`src/rtl/display_digit_driver.sv`:
```
// Binary-to-7-seg digit code driver: double-dabble conversion for decimal,
// direct nibble copy for hex, then optional leading-zero blanking.
module display_digit_driver #(
    parameter int WIDTH    = 24,
    parameter int DIGITS   = 8,
    parameter int BLANK_LZ = 1
) (
    input  logic                  CLK,
    input  logic                  RESET,
    input  logic                  load,
    input  logic [WIDTH-1:0]      value,
    input  logic                  mode_hex,
    output logic                  busy,
    output logic                  valid,
    output logic [5*DIGITS-1:0]   digits
);

    localparam int BW = 4 * DIGITS;
    localparam int CW = $clog2(WIDTH + 1);

    typedef enum logic [1:0] {
        IDLE,
        SHIFT,
        BLANK
    } state_t;

    state_t state;
    state_t state_next;

    logic [WIDTH-1:0]    shift_reg;
    logic [BW-1:0]       bcd;
    logic [BW-1:0]       bcd_adj;
    logic [BW+WIDTH-1:0] shifted;
    logic [CW-1:0]       cnt;
    logic                last_step;
    logic [5*DIGITS-1:0] digits_fmt;
    logic [5*DIGITS-1:0] digits_reg;
    logic                valid_reg;
    logic                lead;
    logic [3:0]          nib;

    assign last_step = (cnt == CW'(WIDTH - 1));

    always_ff @(posedge CLK or posedge RESET) begin
        if (RESET) begin
            state <= IDLE;
        end else begin
            state <= state_next;
        end
    end

    always_comb begin
        state_next = state;
        busy       = 1'b1;
        case (state)
            IDLE: begin
                busy = 1'b0;
                if (load) begin
                    state_next = mode_hex ? BLANK : SHIFT;
                end
            end
            SHIFT: begin
                if (last_step) begin
                    state_next = BLANK;
                end
            end
            BLANK: begin
                state_next = IDLE;
            end
            default: begin
                state_next = IDLE;
                busy       = 1'b0;
            end
        endcase
    end

    // Double-dabble correction: any BCD digit of 5 or more would overflow
    // past 9 once doubled, so bias it by 3 before the shift.
    always_comb begin
        bcd_adj = bcd;
        for (int i = 0; i < DIGITS; i++) begin
            if (bcd[4*i +: 4] >= 4'd5) begin
                bcd_adj[4*i +: 4] = bcd[4*i +: 4] + 4'd3;
            end
        end
    end

    assign shifted = {bcd_adj, shift_reg} << 1;

    always_ff @(posedge CLK or posedge RESET) begin
        if (RESET) begin
            shift_reg <= '0;
            bcd       <= '0;
            cnt       <= '0;
        end else begin
            case (state)
                IDLE: begin
                    if (load) begin
                        cnt <= '0;
                        if (mode_hex) begin
                            shift_reg <= '0;
                            bcd       <= BW'(value);
                        end else begin
                            shift_reg <= value;
                            bcd       <= '0;
                        end
                    end
                end
                SHIFT: begin
                    {bcd, shift_reg} <= shifted;
                    cnt              <= cnt + CW'(1);
                end
                default: begin
                end
            endcase
        end
    end

    // Scan from the most significant digit down; a digit is blanked only
    // while everything above it (and itself) is still zero, never digit 0.
    always_comb begin
        digits_fmt = '1;
        lead       = 1'b1;
        nib        = 4'd0;
        for (int i = DIGITS - 1; i >= 0; i--) begin
            nib  = bcd[4*i +: 4];
            lead = lead && (nib == 4'd0);
            if ((BLANK_LZ != 0) && lead && (i != 0)) begin
                digits_fmt[5*i +: 5] = 5'b11111;
            end else begin
                digits_fmt[5*i +: 5] = {1'b0, nib};
            end
        end
    end

    always_ff @(posedge CLK or posedge RESET) begin
        if (RESET) begin
            digits_reg <= '1;
            valid_reg  <= 1'b0;
        end else begin
            valid_reg <= (state == BLANK);
            if (state == BLANK) begin
                digits_reg <= digits_fmt;
            end
        end
    end

    assign valid  = valid_reg;
    assign digits = digits_reg;

endmodule
```
`config.mk`:
```
export PLATFORM = sky130hd
export DESIGN_NAME = display_digit_driver
export DESIGN_NICKNAME = d
export VERILOG_FILES = /design/src/rtl/display_digit_driver.sv
export SDC_FILE = /design/constraint.sdc
export NUM_CORES = 1
export LEC_CHECK = 0
export CORE_ASPECT_RATIO = 0.9
export CORE_MARGIN = 1.5
export CORE_UTILIZATION = 55
export CTS_CLUSTER_DIAMETER = 30
export CTS_CLUSTER_SIZE = 28
export DETAILED_ROUTE_END_ITERATION = 10
export PLACE_DENSITY = 0.76
export REMOVE_ABC_BUFFERS = 1
export SLEW_MARGIN = 10
export SYNTH_ARGS = -nofsm -noshare
export SYNTH_HDL_FRONTEND = slang
export SYNTH_SLANG_ARGS = --single-unit
```
`constraint.sdc`:
```
create_clock -name CLK -period 5.11 [get_ports CLK]
set_input_delay 1.2775 -clock CLK [delete_from_list [all_inputs] [get_ports CLK]]
set_output_delay 1.2775 -clock CLK [all_outputs]
set_load 0.03 [all_outputs]
```
== Yosys cells after proc, flatten, opt, wreduce, memory -nomap -nowiden ==
Index checks and enable logic that the tools add are counted.

* Add/sub/neg operators: 9
* Reduce and logical (&&, ||, !) cells: 18
* Equality and inequality tests: 5
* Multiplexer cells: 28
* Magnitude comparators: 8

{| class="wikitable"
|+ Operator list
! kind !! number
|-
| $mux 24 || 3
|-
| $pmux 32 s2 || 1
|-
| $pmux 24 s2 || 1
|-
| $mux 5 || 8
|-
| $ge 4x3->1 const B || 8
|-
| $mux 32 || 1
|-
| $add 4x2->4 const B || 7
|-
| $logic_not 4->1 || 7
|-
| $mux 4 || 7
|-
| $pmux 5 s2 || 1
|-
| $logic_and 1x1->1 || 6
|-
| $mux 2 || 3
|-
| $add 5x1->5 const B || 1
|-
| $eq 5x5->1 const B || 1
|-
| $ne 2x2->1 const B || 2
|-
| $pmux 2 s2 || 1
|-
| $reduce_and 2->1 || 2
|-
| $add 3x2->3 const B || 1
|-
| $mux 3 || 1
|-
| $eq 2x1->1 const B || 1
|-
| $eq 2x2->1 const B || 1
|-
| $logic_not 2->1 || 1
|-
| $reduce_bool 2->1 || 1
|-
| $reduce_or 2->1 || 1
|-
| $mux 1 || 1
|}

* Input bits: 28
* Output and inout bits: 42
* Bits in registers: 104
* Logic and storage cells: 74

== Depth between registers and ports, before layout ==
* Depth in word-level cells: 8
* Depth in mapped cells: 9
* Gate-level depth less buffers: 6

== Worst setup path after synthesis ==
OpenSTA, ideal clock, no wires.

* Kind: input to register
* Start: in mode_hex
* End: reg bcd[2]
* Slack: 2841 ps
* Arrival time: 2143 ps
* Stages: 5
* Cells stage by stage: buf_2 -> nor2b_1 -> buf_2 -> and3_1 -> a221o_1

* Longest elaborated chain between the ends: 3

{| class="wikitable"
|+ Ends and longest elaborated chain
! what !! line !! source
|-
| start, declared || 12 || <nowiki>input logic mode_hex,</nowiki>
|-
| $mux 24 || 100 || <nowiki>if (mode_hex) begin</nowiki>
|-
| $mux 32 || 98 || <nowiki>if (load) begin</nowiki>
|-
| $pmux 32 s2 || 96 || <nowiki>case (state)</nowiki>
|-
| end signal, assigned || 102 || <nowiki>bcd <= BW'(value);</nowiki>
|-
| end signal, assigned || 110 || <nowiki>{bcd, shift_reg} <= shifted;</nowiki>
|-
| end, declared || 31 || <nowiki>logic [BW-1:0] bcd;</nowiki>
|}

No other way between the ends. The select of a mux whose other input is x is not followed.
A chain may end at the register's enable or synchronous reset.

== Worst setup path after layout ==
* Start: in load
* End: reg shift_reg[22]

* Longest elaborated chain between the ends: 2

{| class="wikitable"
|+ Ends and longest elaborated chain
! what !! line !! source
|-
| start, declared || 10 || <nowiki>input logic load,</nowiki>
|-
| $ne 2x2->1 (no source line) || -- ||
|-
| $reduce_and 2->1 (no source line) || -- ||
|-
| end signal, assigned || 104 || <nowiki>shift_reg <= value;</nowiki>
|-
| end signal, assigned || 110 ||
|-
| end, declared || 30 || <nowiki>logic [WIDTH-1:0] shift_reg;</nowiki>
|}

No other way between the ends.

==> Implementation_results.wiki <==
{| class="wikitable"
! Metric !! Value
|-
| Outcome || finished, final reports clean
|-
| Number of enable-type register cells in the synthesized netlist || 0
|-
| Library cell with the highest instance count after synthesis || sky130_fd_sc_hd__dfrtp_1
|-
| Worst ir drop on vdd || 0.5200 mV
|-
| TritonCTS buffer count || 9
|-
| Portion of synthesized cell area occupied by the leading cell type || 0.3011
|-
| Clk network pwr share || 0.141
|-
| Total routing usage reported by global routing || 0.2479
|-
| Slack of the critical path || 2053 ps
|-
| Final setup violation count || 0
|-
| Endpoints failing hold || 0
|-
| Type of destination of the critical path || flip-flop
|-
| Die area || 0.01027 mm^2
|-
| Post-route ant nets || 0
|-
| Latest clock arrival within the worst-skew pair || 370 ps
|-
| Hold crit path type || flip-flop to flip-flop
|-
| Critical path depth || 4
|-
| Wire length per cell after detailed routing || 17.08 um
|-
| RSZ-0062 raised after global routing || false
|-
| Capture instance of the worst register-to-register path || bcd[30]$_DFFE_PP0P_
|-
| DRC viols || 0
|-
| CP arrival || 3310 ps
|-
| Synth warnings || 0
|-
| Chip height || 96.29 um
|-
| TritonCTS sink count || 104
|-
| CORE AREA || 0.009249 mm^2
|-
| Distinct cells, synth || 50
|-
| Clk pin slew, worst setup/hold paths || 100 ps
|-
| Site Rows || 33
|-
| Dpl cells || 681
|-
| Pins over their slew limit || 0
|-
| Static Leak || 2.655 nW
|-
| Top FF cell, synth || sky130_fd_sc_hd__dfrtp_1
|-
| Routability congestion estimate || 0.8015
|-
| Count of hold buffers inserted by post-cts repair || 0
|-
| Critical path's top delay family || simple AND/OR/NAND/NOR gates
|-
| Count of pins on the block boundary || 70
|-
| CP max stage cell || sky130_fd_sc_hd__nor2b_1
|-
| Register share of total power || 0.369
|-
| Total negative slack || 0 ps
|-
| Share of total power in combinational logic || 0.490
|-
| Worst Path Buf+Inv || 1
|-
| Commonest cells in the synthesized netlist || sky130_fd_sc_hd__dfrtp_1 (64), sky130_fd_sc_hd__nand2_1 (54), sky130_fd_sc_hd__o21ai_0 (50)
|-
| Share of final-layout standard cells stronger than drive strength 1 || 0.1446
|-
| Chain of cells forming the critical path || clkdlybuf4s50_1 -> nor2b_1 -> nor2_1 -> a221o_1
|-
| Post-Route Skew || 14.47 ps
|-
| Required time reported for the critical path endpoint || 5360 ps
|-
| Number of flip-flops and latches in the synthesized netlist || 104
|-
| Global-route wire length before repair || 19.78 mm
|-
| Instance count along the most critical hold path || 2
|-
| Number of post-CTS setup repair buffers || 0
|-
| Grt ovf || 0
|-
| P per Cell Area || 601.0 mW/mm^2
|-
| Width of the chip || 106.7 um
|-
| Post-layout net count || 624
|-
| Startpoint Class || input pin
|-
| Count of routing violations after the opening detailed-route iteration || 256
|-
| Number of cell instances on the worst register-to-register path || 7
|-
| Post-synth top area cell || sky130_fd_sc_hd__dfrtp_1
|-
| Share of total power consumed by net switching || 0.4287
|-
| Max Buffers Root-to-Sink || 2
|-
| Maxcap violations || 0
|-
| Inserted Diodes || 0
|-
| Highest cell delay on the worst timing path || 630 ps
|-
| Flip-flop count of the largest register after layout || 40
|-
| Netlist Area Pre-Place || 0.005319 mm^2
|-
| Crit path max fanout || 12
|-
| Maximum frequency from static timing analysis || 0.3271 GHz
|-
| Pre-CTS setup slack || 1763 ps
|-
| Leading cell types by total area after synthesis || sky130_fd_sc_hd__dfrtp_1 (30%), sky130_fd_sc_hd__dfstp_2 (20%), sky130_fd_sc_hd__ha_1 (6.1%)
|-
| Share of the clock period used by the worst path after layout || 0.5982
|-
| CTS tree || built
|-
| Vias in the first global route || 3972
|-
| Share of synthesized flip-flops with an asynchronous set or reset || 1.000
|-
| Path type of the worst setup path || input pin to flip-flop
|-
| Drt pass-1 iters || 5
|-
| Min Tclk post-route || 3057 ps
|-
| Post-synthesis cell count || 516
|-
| Critical path launch point || load
|-
| Synthesized area divided by synthesized cell count || 10.31 um^2
|-
| Post-DP HPWL || 8.074 mm
|-
| Maximum number of pins on one net before global-route repair || 83
|-
| # resized after CTS || 0
|-
| Via-to-Cell Ratio || 5.935
|-
| Number of I/O port buffers || 69
|-
| Worst Tran Pin Value || 1160 ps
|-
| Register area share after synthesis || 0.4987
|-
| Root buffer selected by CTS || sky130_fd_sc_hd__clkbuf_8
|-
| Max H-tree Level || 3
|-
| Switching power || 1.610 mW
|-
| Starting density of the core || 0.5751
|-
| Worst max-slew margin expressed relative to the limit || 0.2240
|-
| Setup crit end || shift_reg[22]$_DFFE_PP0P_
|-
| Post-Route WL || 11.89 mm
|-
| Number of non-filler instances in the completed layout || 696
|-
| Flop2flop setup slack || 2290 ps
|-
| Layout overhead on the synthesized area || 17.45%
|-
| Cell-internal power || 2.145 mW
|-
| Via Count || 4131
|-
| Number of antenna violations at the first check in global routing || 0
|-
| RR Startpoint || state[1]$_DFFE_PP0P_
|}
-- stage by stage --
| step | utilization | instance area [um^2] | hold slack, ps | total power [mW] |
|---|---|---|---|---|
| floorplan | - | 5145 | 449.7 | 2.637 |
| global route | 0.6755 | 6247 | 497.1 | 4.032 |
| global placement | 0.6533 | 6042 | 454.1 | 3.163 |
| detailed placement | 0.6533 | 6042 | 458.9 | 3.241 |
| CTS | 0.6755 | 6247 | 475.0 | 3.777 |
| finish | 0.6755 | 6247 | 472.2 | 3.755 |
-- logic make-up after synthesis --
| family | after synthesis | share of synthesized area |
|---|---|---|
| adders and majority gates | 26 | 0.06116 |
| AOI/OAI and AO/OA | 153 | 0.1825 |
| DFF | 104 | 0.4987 |
| buffers and inverters | 56 | 0.05034 |
| xor gates and xnor gates | 8 | 0.01317 |
| and+or+nand+nor | 143 | 0.1433 |
| muxes | 26 | 0.05081 |
-- power groups by stage --
stage	clock (mW)	sequential (mW)	combinational [mW]
after floorplan	0	1.58	1.06
after global placement	0	1.38	1.78
after detailed placement	0	1.40	1.84
after CTS	0.543	1.38	1.85
after global routing	0.580	1.43	2.03
final	0.531	1.38	1.84
-- layer usage --
layer	part of all wire	global-route usage
met1	0.46	0.3482
met2	0.48	0.3910
met3	0.048	0.04536
met4	0.015	0.08222
met5	0	0
-- cell type report --
| cell class | count | area (um^2) |
|---|---|---|
| clock buffer | 11 | 151.4 |
| clock inverter | 4 | 53.80 |
| fill | 773 | 3002 |
| inverter | 25 | 96.34 |
| multi-input combinational | 356 | 2412 |
| sequential | 104 | 2653 |
| tap | 122 | 152.6 |
| timing repair buffer | 74 | 728.2 |
-- tightest hold or removal path, delay by kind of cell, from the launching register on --
kind | cells | cell delay [ps]
buf+inv | 1 | 60
flops | 1 | 380
compound gates | 1 | 50
-- layout by cell type, fill, tap and decap left out, types with 11 or more instances in the layout --
| cell | n |
|---|---|
| sky130_fd_sc_hd__a22oi_1 | 28 |
| sky130_fd_sc_hd__mux2i_1 | 18 |
| sky130_fd_sc_hd__nor2_1 | 24 |
| sky130_fd_sc_hd__ha_1 | 25 |
| sky130_fd_sc_hd__clkbuf_8 | 11 |
| sky130_fd_sc_hd__inv_1 | 23 |
| sky130_fd_sc_hd__a21oi_1 | 32 |
| sky130_fd_sc_hd__dfrtp_1 | 64 |
| sky130_fd_sc_hd__nand2_1 | 54 |
| sky130_fd_sc_hd__clkdlybuf4s50_1 | 69 |
| sky130_fd_sc_hd__and3_1 | 11 |
| sky130_fd_sc_hd__o21ai_0 | 50 |
| sky130_fd_sc_hd__dfstp_2 | 40 |
-- worst min-delay path by stage --
| stage | from | slack, ps | end |
|---|---|---|---|
| after floorplan | shift_reg[23]$_DFFE_PP0P_ | 450 | shift_reg[23]$_DFFE_PP0P_ |
| after global placement | digits[9]$_DFFE_PP1P_ | 450 | digits[9]$_DFFE_PP1P_ |
| after detailed placement | digits[9]$_DFFE_PP1P_ | 460 | digits[9]$_DFFE_PP1P_ |
| after CTS | digits[9]$_DFFE_PP1P_ | 470 | digits[9]$_DFFE_PP1P_ |
| after global routing | digits[9]$_DFFE_PP1P_ | 500 | digits[9]$_DFFE_PP1P_ |
| final | digits[9]$_DFFE_PP1P_ | 470 | digits[9]$_DFFE_PP1P_ |
Power figures use the tool's default switching activity.
